### config.mk
export PLATFORM = sky130hd
export DESIGN_NAME = pair_sched
export DESIGN_NICKNAME = d
export VERILOG_FILES = /design/src/rtl/pair_sched.sv
export SDC_FILE = /design/constraint.sdc
export NUM_CORES = 1
export LEC_CHECK = 0
export CAP_MARGIN = 20
export CORE_MARGIN = 1.5
export CORE_UTILIZATION = 41
export CTS_CLUSTER_SIZE = 40
export DETAILED_ROUTE_END_ITERATION = 8
export PLACE_DENSITY = 0.73
export SLEW_MARGIN = 20
export SYNTH_ARGS = -nofsm -noshare
export SYNTH_HDL_FRONTEND = slang
export SYNTH_SLANG_ARGS = --single-unit
### constraint.sdc
create_clock -name clk -period 1.6 [get_ports clk]
set_input_delay 0.16 -clock clk [delete_from_list [all_inputs] [get_ports clk]]
set_output_delay 0.16 -clock clk [all_outputs]
set_load 0.02 [all_outputs]
### src/rtl/pair_sched.sv
// Two-requester burst-limited arbiter feeding a shared one-cycle stage.
// x = a ^ c and y = b of the grantee, with c a per-requester invert mask.
module pair_sched #(
  parameter int BURST = 4
) (
  input  logic clk,
  input  logic rst_n,
  input  logic req0,
  input  logic req1,
  input  logic a0,
  input  logic b0,
  input  logic a1,
  input  logic b1,
  input  logic hold,
  input  logic cfg_we,
  input  logic cfg_sel,
  input  logic cfg_c,
  output logic gnt0,
  output logic gnt1,
  output logic x,
  output logic y,
  output logic vld,
  output logic tag
);

  typedef enum logic [1:0] {
    IDLE = 2'd0,
    OWN0 = 2'd1,
    OWN1 = 2'd2
  } state_t;

  localparam logic [2:0] CNT_MAX = 3'(BURST - 1);

  state_t     state_r, state_s;
  logic [2:0] cnt_r, cnt_s;
  logic       last_r, last_s;
  logic [1:0] c_r;
  logic       x_r, y_r, vld_r, tag_r;
  logic       gnt_s, gidx_s;
  logic       own_s, req_own_s, req_oth_s;

  // Next-state and grant decision; hold freezes everything and grants nothing.
  always_comb begin
    state_s   = state_r;
    cnt_s     = cnt_r;
    last_s    = last_r;
    gnt_s     = 1'b0;
    gidx_s    = 1'b0;
    own_s     = (state_r == OWN1);
    req_own_s = own_s ? req1 : req0;
    req_oth_s = own_s ? req0 : req1;
    if (hold) begin
      state_s = state_r;
    end else begin
      case (state_r)
        IDLE: begin
          cnt_s = 3'd0;
          if (req0 && req1) begin
            gnt_s  = 1'b1;
            gidx_s = ~last_r;
          end else if (req0 || req1) begin
            gnt_s  = 1'b1;
            gidx_s = req1;
          end else begin
            gnt_s  = 1'b0;
          end
        end
        OWN0, OWN1: begin
          if (req_own_s) begin
            gnt_s = 1'b1;
            if (cnt_r < CNT_MAX) begin
              gidx_s = own_s;
              cnt_s  = cnt_r + 3'd1;
            end else if (req_oth_s) begin
              gidx_s = ~own_s;
              cnt_s  = 3'd0;
            end else begin
              gidx_s = own_s;
              cnt_s  = 3'd0;
            end
          end else if (req_oth_s) begin
            gnt_s  = 1'b1;
            gidx_s = ~own_s;
            cnt_s  = 3'd0;
          end else begin
            cnt_s  = 3'd0;
          end
        end
        default: begin
          cnt_s = 3'd0;
        end
      endcase
      if (gnt_s) begin
        state_s = gidx_s ? OWN1 : OWN0;
        last_s  = gidx_s;
      end else begin
        state_s = IDLE;
      end
    end
  end

  // Grants are masked while reset is asserted so nothing leaks out mid-reset.
  assign gnt0 = rst_n & gnt_s & ~gidx_s;
  assign gnt1 = rst_n & gnt_s & gidx_s;

  // Arbiter state, mask registers and stage pipeline; stage reads the pre-write mask.
  always_ff @(posedge clk or negedge rst_n) begin
    if (!rst_n) begin
      state_r <= IDLE;
      cnt_r   <= 3'd0;
      last_r  <= 1'b1;
      c_r     <= 2'b00;
      x_r     <= 1'b0;
      y_r     <= 1'b0;
      vld_r   <= 1'b0;
      tag_r   <= 1'b0;
    end else begin
      state_r <= state_s;
      cnt_r   <= cnt_s;
      last_r  <= last_s;
      vld_r   <= gnt_s;
      if (cfg_we) begin
        c_r[cfg_sel] <= cfg_c;
      end
      if (gnt_s) begin
        x_r   <= gidx_s ? (a1 ^ c_r[1]) : (a0 ^ c_r[0]);
        y_r   <= gidx_s ? b1 : b0;
        tag_r <= gidx_s;
      end
    end
  end

  assign x   = x_r;
  assign y   = y_r;
  assign vld = vld_r;
  assign tag = tag_r;

endmodule

== After elaboration in Yosys (flattened, before gate mapping) ==
Cells that the tools add are included.

* $add $sub $neg: 1
* $lt $le $gt $ge: 3
* Equal/unequal tests: 2
* Muxes and demuxes: 28
* Bitwise logic cells: 9
* Reduce and logical (&&, ||, !) cells: 6

{| class="wikitable"
|+ Operators by type and width
! operator !! number
|-
| two-way mux 1 bit || 19
|-
| two-way mux 3 bit || 3
|-
| two-way mux 2 bit || 2
|-
| inverter 1 bit || 4
|-
| case mux 1 bit (2 select lines) || 2
|-
| adder 3 x 1 -> 3 bit (second input constant) || 1
|-
| AND 1 bit || 3
|-
| < comparator 3 x 2 -> 1 bit (second input constant) || 1
|-
| bitwise mux 2 bit || 1
|-
| == test 2 x 1 -> 1 bit (second input constant) || 1
|-
| == test 2 bit (second input constant) || 1
|-
| logical AND 1 bit || 2
|-
| zero test 2 bit || 1
|-
| < comparator 1 x 2 -> 1 bit (second input constant) || 1
|-
| AND reduction 2 bit || 1
|-
| OR reduction 2 bit || 1
|-
| XOR 1 bit || 2
|-
| demux 1 bit (select 1 bit) || 1
|-
| greater-or-equal comparator 1 bit (second input constant) || 1
|-
| logical OR 1 bit || 1
|}

* Flip-flop bits (word level): 12
* Input bits: 12
* Output and inout bits: 6
* Word-level logic and storage cells: 57

== Logic depth before layout (Yosys ltp) ==
Gate-level depths: netlist of run 1.

* Depth after elaboration: 10
* Gate-level depth with buffers: 8

== Worst setup path after synthesis of run 1 ==
OpenSTA, ideal clock, no wires.

* Path kind: register to output
* Start point: register state_r[0]
* End point: output port gnt0
* Arrival: 1.548 ns
* Required time: 1.440 ns
* Setup slack: -0.108 ns
* Cell stages (with the launch flop): 7
* Buffers on the path: 0
* Cell sequence: dfrtp_1 > inv_1 > ha_1 > nor2_1 > a2bb2oi_1 > o22ai_4 > nor2_1

* Cells in the longest elaborated chain, start to end: 10
* Elaborated cells on any way between the ends: 22

{| class="wikitable"
|+ Ends and longest elaborated chain
! item !! line !! source
|-
| start, declared || 34 || <nowiki>state_t state_r, state_s;</nowiki>
|-
| start signal, assigned || 118 || <nowiki>state_r <= state_s;</nowiki>
|-
| == test 2 bit || 49, 55 ||
|-
| two-way mux 1 bit / inverter 1 bit (equally long branches) || 51, 75, 83 ||
|-
| two-way mux 1 bit || 74 || <nowiki>end else if (req_oth_s) begin</nowiki>
|-
| two-way mux 1 bit || 71 || <nowiki>if (cnt_r < CNT_MAX) begin</nowiki>
|-
| two-way mux 1 bit || 69 || <nowiki>if (req_own_s) begin</nowiki>
|-
| case mux 1 bit (2 select lines) || 55 || <nowiki>case (state_r)</nowiki>
|-
| two-way mux 1 bit (2 in a row) || 52 || <nowiki>if (hold) begin</nowiki>
|-
| inverter 1 bit || 103 || <nowiki>assign gnt0 = rst_n & gnt_s & ~gidx_s;</nowiki>
|-
| AND 1 bit * || 103 ||
|-
| end, declared || 18 || <nowiki>output logic gnt0,</nowiki>
|}

Mark *: on every way between the ends. The rest lies on a longest branch, timed or not. The select of a mux whose other input is x is not followed.

== Worst setup path in the final report of run 1 ==
* Start point: register state_r[1]
* End point: output port gnt1

* Cells in the longest elaborated chain, start to end: 9
* Elaborated cells on any way between the ends: 21

{| class="wikitable"
|+ Ends and longest elaborated chain
! item !! line !! source
|-
| == test 2 bit || 49, 55 ||
|-
| two-way mux 1 bit / inverter 1 bit (equally long branches) || 51, 75, 83 ||
|-
| two-way mux 1 bit (on tied branches) || 81, 74 ||
|-
| two-way mux 1 bit (on tied branches) || 69, 71 ||
|-
| case mux 1 bit (2 select lines) / two-way mux 1 bit (equally long branches) || 55, 69 ||
|-
| two-way mux 1 bit / case mux 1 bit (2 select lines) (equally long branches) || 52, 55 ||
|-
| two-way mux 1 bit || 52 ||
|-
| AND 1 bit / two-way mux 1 bit (equally long branches) || 104, 52 ||
|-
| AND 1 bit * || 104 || <nowiki>assign gnt1 = rst_n & gnt_s & gidx_s;</nowiki>
|-
| end, declared || 19 || <nowiki>output logic gnt1,</nowiki>
|}

Marked as above.

==> summary.txt, run 1 <==
Setup path
  – CP max FO: 4
  – Crit Path Category: flop to output port
  – Number of cells on the critical path: 7
  – Worst path buffer plus inverter count: 2
  – CP peak stage delay: 0.43 ns
  – Critical path endpoint: gnt1
  – Startpoint class of the critical path: flop
  – Crit path required time: 1.44 ns
  – Crit path from: state_r[1]$_DFFE_PN0N_
  – Reg-to-reg endpoint: y$_DFFE_PN0P_
  – Critical path data arrival time: 1.77 ns
  – Reg2Reg Depth: 9
  – R2R Setup Slk: -0.21 ns
  – Worst-path cell chain: buf_4 > ha_2 > a211o_1 > nand4_2 > o22ai_4 > and3_4 > buf_6
  – RR Startpoint: state_r[1]$_DFFE_PN0N_
  – Top Family by Delay on Critical Path: flip-flops
  – Setup crit end kind: output port
  – CP max stage cell: dfrtp_1

Min path
  – Hold Path Class: input pin to async pin

Logic synthesis
  – Post-synth top area cell: dfrtp_1
  – Adder-cell share of the synthesized area: 7.65%
  – Synth Cell Area: 654 um^2
  – Synth Area in Simple Gates: 14.1%
  – Top-area cell type share of the netlist area: 42.1%
  – Synth Net Count: 76
  – Yosys reg bits: 12
  – Mux cell area share after synthesis: 8.22%
  – Synthesized instance count: 60
  – Syn_area_per_cell: 10.9 um^2
  – YS warnings: 0
  – Unique masters post-synth: 25
  – Main combinational cell family by area after synthesis: compound AO/OA/AOI/OAI gates
  – Post-synthesis xor/xnor area fraction: 2.68%
  – Register area share after synthesis: 46.1%
  – Synth area leaders: dfrtp_1 42%, ha_1 7.6%, mux2_2 5.2%
  – Synth Area in Compound Gates: 18.2%

Global routing
  – Largest net degree at the start of global routing: 12
  – First-pass GRT wire length: 2350 um
  – Gr usage total: 17.9%
  – Vias in the first global route: 549
  – Remaining global-route overflow: 0
  – Initial antenna violation count: 0

Clocking
  – Clock Sinks: 12
  – H-tree depth: 1
  – Number of buffers created by CTS: 3
  – CTS tree: built
  – Root Buffer: clkbuf_4
  – Clk slew on worst S/H paths: 0.08 ns
  – Max Buffers Root-to-Sink: 2
  – # hold bufs at CTS: 0
  – Latest clock arrival within the worst-skew pair: 0.27 ns

Pwr
  – Tot Pwr: 1.71 mW
  – Leak: 0.492 nW
  – Comb pwr share: 57.2%
  – Net Sw Power: 0.604 mW
  – Internal power: 1.11 mW
  – Sw Ratio: 35.3%
  – Clock Power Share: 13.9%
  – Peak supply drop: 0.806 mV
  – Pwr/cell area: 1640 mW/mm^2
  – Sequential Power Share: 28.9%

Die
  – Core Box Area: 0.00151 mm^2
  – Ports: 18
  – Die ar.: 0.00184 mm^2
  – Initial Utilization: 43.4%
  – Die Span X: 43.0 um
  – Rows: 14
  – Die height: 43.0 um

STA
  – Unrepaired setup endpoints after global routing: yes
  – Tightest Pin Transition: 0.227 ns
  – Fin. max-slew vios: 0
  – Slew HR: 84.8%
  – Fin crit period: 1.93 ns
  – Setup ws final: -0.331 ns
  – Final hold violations: 0
  – Fmax: 518 MHz
  – Final worst-path cycle share: 121%
  – Setup-failing EPs final: 10
  – Setup TNS: -1.60 ns
  – Post-Route Skew: 0.00649 ns

Routing
  – Routed Antenna Nets: 0
  – Via count: 571
  – DR WL/cell: 12.7 um
  – DR pass1 iterations: 4
  – DRT Wirelength: 1420 um
  – 1st-iter DRT viols: 3
  – # DRC: 0
  – Vias per cell: 5.10

Final layout
  – # nets final: 113
  – Area added between synthesis and finish: 59.5%
  – Share of cells above drive strength 1: 47.9%
  – Ant diodes: 0
  – Commonest non-fill, non-tap cell in the layout: buf_4
  – Most frequent cells in the layout: 16 x buf_4, 15 x clkdlybuf4s50_1, 11 x dfrtp_1

Outcome
  – Failing checks: setup timing
  – Outcome: finished, violations left

Placement
  – Count of input and output buffers: 17
  – GPL Wtd Cong: 0.813
  – Dpl hpwl: 980 um

Flow run
  – Max Cap Viol: 0
worst min path at each step:
stage | slack (ns) | endpoint | cells after the start | from
3_5_place_dp | 0.35 | vld$_DFF_PN0_ | 1 | rst_n
5_1_grt | 0.07 | vld$_DFF_PN0_ | 1 | rst_n
4_1_cts | 0.05 | vld$_DFF_PN0_ | 1 | rst_n
3_3_place_gp | 0.35 | vld$_DFF_PN0_ | 1 | rst_n
6_report | 0.08 | vld$_DFF_PN0_ | 1 | rst_n
2_1_floorplan | -0.14 | c_r[0]$_DFFE_PN0P_ | 0 | rst_n
cells by family after synthesis:
kind of cell / Yosys count
AND/OR/NAND/NOR: 17
AO/OA/AOI/OAI: 15
flip-flops: 12
buffers and inverters: 5
multiplexers: 5
adder cells (fa/ha/maj): 4
XOR/XNOR: 2
sequential cells by signal, indices dropped and copies added, names as in the netlist:
register / count
c_r: 2
x: 1
y: 1
cnt_r: 3
last_r: 1
tag: 1
state_r: 2
vld: 1
cell type report:
type	instances	area, um^2
clock buffers	4	36.3
fillers	116	463
inverters	4	15.0
multi-input cells	43	378
flip-flops and latches	12	302
well taps	16	20.0
repair buffers	33	293
synthesized netlist by cell type:
cell type / number
a211o_1: 1
a21o_2: 3
a21oi_1: 3
a22o_2: 2
a2bb2oi_1: 1
and3_2: 1
buf_2: 1
dfrtp_1: 11
dfstp_2: 1
ha_1: 4
inv_1: 3
inv_2: 1
mux2_2: 3
mux2i_1: 2
nand2_1: 6
nand3_1: 1
nand4_2: 1
nor2_1: 4
nor2_4: 1
nor2b_1: 2
o21ai_0: 3
o21ai_1: 1
o22ai_4: 1
or2_1: 1
xor2_1: 2
what timing repair did:
item,4_1_cts,5_1_grt
setup buffers,1,4
pin swaps,3,9
gates resized for setup,20,4
endpoints found under the setup margin,10,10
through the flow:
stage	hold slack (ns)	instance area (um^2)	util [%]	worst slack, ns	cells
after floorplan	-0.136	663	-	-0.00787	60
after global placement	0.353	931	61.8	-0.487	103
after detailed placement	0.353	931	61.8	-0.528	103
after CTS	0.0506	1000	66.5	-0.322	108
after global routing	0.0745	1040	69.3	-0.431	112
final	0.0788	1040	69.3	-0.331	112
power groups by stage:
stage / sequential (mW) / combinational (mW) / clock (mW)
6_report: 0.495 / 0.978 / 0.238
5_1_grt: 0.506 / 1.06 / 0.262
4_1_cts: 0.496 / 0.898 / 0.254
3_5_place_dp: 0.495 / 0.780 / 0
3_3_place_gp: 0.489 / 0.773 / 0
2_1_floorplan: 0.551 / 0.396 / 0
routing by layer:
| metal | wire length, um | GRT usage [%] |
|---|---|---|
| met2 | 737 | 28.5 |
| met1 | 606 | 21.2 |
| met4 | 21 | 7.27 |
| met5 | 0 | 0 |
| met3 | 54 | 7.66 |
Power figures use the tool's default switching activity.
==> run 2, diff against run 1 <==
- ABC_CLOCK_PERIOD_IN_PS: unset -> 1600
- CORE_MARGIN: 1.5 -> 8
==> summary.txt, run 2 (same netlist as run 1, synthesis figures left out) <==
Outcome
  – Outcome: finished, violations left
  – Failing checks: setup timing

Routing
  – Via count: 579
  – 1st-iter DRT viols: 8
  – DR WL/cell: 15.7 um
  – DRT Wirelength: 1760 um
  – Vias per cell: 5.17
  – Routed Antenna Nets: 0
  – DR pass1 iterations: 4
  – # DRC: 0

Die
  – Die ar.: 0.00313 mm^2
  – Ports: 18
  – Core Box Area: 0.00151 mm^2
  – Die height: 56.0 um
  – Rows: 14
  – Die Span X: 56.0 um
  – Initial Utilization: 43.4%

Clocking
  – Max Buffers Root-to-Sink: 2
  – CTS tree: built
  – H-tree depth: 1
  – Root Buffer: clkbuf_4
  – Latest clock arrival within the worst-skew pair: 0.26 ns
  – Clk slew on worst S/H paths: 0.08 ns
  – Clock Sinks: 12
  – Number of buffers created by CTS: 3

Final layout
  – Share of cells above drive strength 1: 47.9%
  – Max reg flops: 3
  – Reg with most FFs: cnt_r
  – Top flop regs: cnt_r: 3 flops, c_r: 2 flops, state_r: 2 flops
  – Post-route cell area: 0.00109 mm^2
  – Ant diodes: 0
  – Non-filler cells, final: 112
  – # nets final: 113
  – Area added between synthesis and finish: 66.5%
  – Most frequent cells in the layout: 15 x clkdlybuf4s50_1, 10 x dfrtp_1, 10 x buf_4
  – Commonest non-fill, non-tap cell in the layout: clkdlybuf4s50_1

Setup path
  – Crit Path Category: flop to output port
  – CP max stage cell: dfrtp_2
  – Setup crit end kind: output port
  – R2R Setup Slk: -0.23 ns
  – Worst path buffer plus inverter count: 3
  – CP max FO: 4
  – Number of cells on the critical path: 8
  – Critical path data arrival time: 1.77 ns
  – Crit path required time: 1.44 ns
  – Crit path from: state_r[1]$_DFFE_PN0N_
  – Worst-path cell chain: inv_2 > ha_4 > nor2_4 > a2bb2oi_2 > o22ai_4 > buf_6 > nor2_4 > buf_6
  – RR Startpoint: state_r[1]$_DFFE_PN0N_
  – CP peak stage delay: 0.47 ns
  – Startpoint class of the critical path: flop
  – Reg2Reg Depth: 9
  – Top Family by Delay on Critical Path: flip-flops
  – Reg-to-reg endpoint: y$_DFFE_PN0P_

Placement
  – Cells after DPL: 103
  – Dpl cell area: 931 um^2
  – GPL Wtd Cong: 0.825
  – Count of input and output buffers: 17
  – Dpl hpwl: 1260 um

STA
  – Final worst-path cycle share: 121%
  – Unrepaired setup endpoints after global routing: yes
  – Slew HR: 84.8%
  – Setup TNS: -1.63 ns
  – Post-Route Skew: 0.00474 ns
  – Final hold slack: 0.318 ns
  – Final hold violations: 0
  – Setup-failing EPs final: 10
  – Fin. max-slew vios: 0
  – Tightest Pin Transition: 0.227 ns
  – Fmax: 518 MHz
  – Fin crit period: 1.93 ns
  – Setup ws final: -0.331 ns

Global routing
  – Gr usage total: 11.3%
  – Remaining global-route overflow: 0
  – Largest net degree at the start of global routing: 13
  – First-pass GRT wire length: 2930 um
  – Initial antenna violation count: 0
  – Vias in the first global route: 661

Flow run
  – Max Cap Viol: 0

Pwr
  – Pwr/cell area: 1680 mW/mm^2
  – Peak supply drop: 0.925 mV
  – Leak: 0.491 nW

Min path
  – Hold Path Class: input pin to async pin
## run 2: cell counts in the layout (fill, tap and decap cells not counted)
Identical to the previous run, type by type.
## run 2: area by class of cell
type | instances | area, um^2
fill | 110 | 417
tap | 16 | 20.0
multi-input combinational | 43 | 410
inverter | 4 | 15.0
timing repair buffer | 33 | 315
clock buffer | 4 | 26.3
sequential | 12 | 303
## run 2: worst max-delay path by stage
stage          slack [ns]   end
2_1_floorplan      -0.008  gnt0
3_3_place_gp        -0.55  gnt1
5_1_grt             -0.41  gnt0
3_5_place_dp        -0.58  gnt1
6_report            -0.33  gnt0
4_1_cts             -0.31  gnt1
## run 2: report_power, final
group	leakage [nW]	internal (mW)	switching, mW
logic	0.328	0.619	0.502
registers	0.148	0.424	0.0915
clock network	0.0150	0.0963	0.0951
## run 2: timing repair
item	in CTS	in global routing
hold buffers	0	0
cloned	0	0
pin swaps	8	2
resized for setup	33	2
buffers inserted	3	2
setup endpoints to repair	10	10
## run 2: stage by stage
stage / utilization, % / setup slack [ns] / power, mW
2_1_floorplan: - / -0.00787 / 0.947
3_3_place_gp: 61.8 / -0.546 / 1.29
3_5_place_dp: 61.8 / -0.583 / 1.33
4_1_cts: 70.8 / -0.311 / 1.79
5_1_grt: 72.3 / -0.405 / 1.94
6_report: 72.3 / -0.331 / 1.83
## run 2: routing by layer
| metal | GRT usage (%) | up-vias | wire, um |
|---|---|---|---|
| li1 | - | 285 | - |
| met1 | 12.5 | 278 | 745 |
| met2 | 20.7 | 14 | 943 |
| met3 | 2.97 | 2 | 63 |
| met4 | 3.09 | 0 | 9 |
| met5 | 0 | - | 0 |
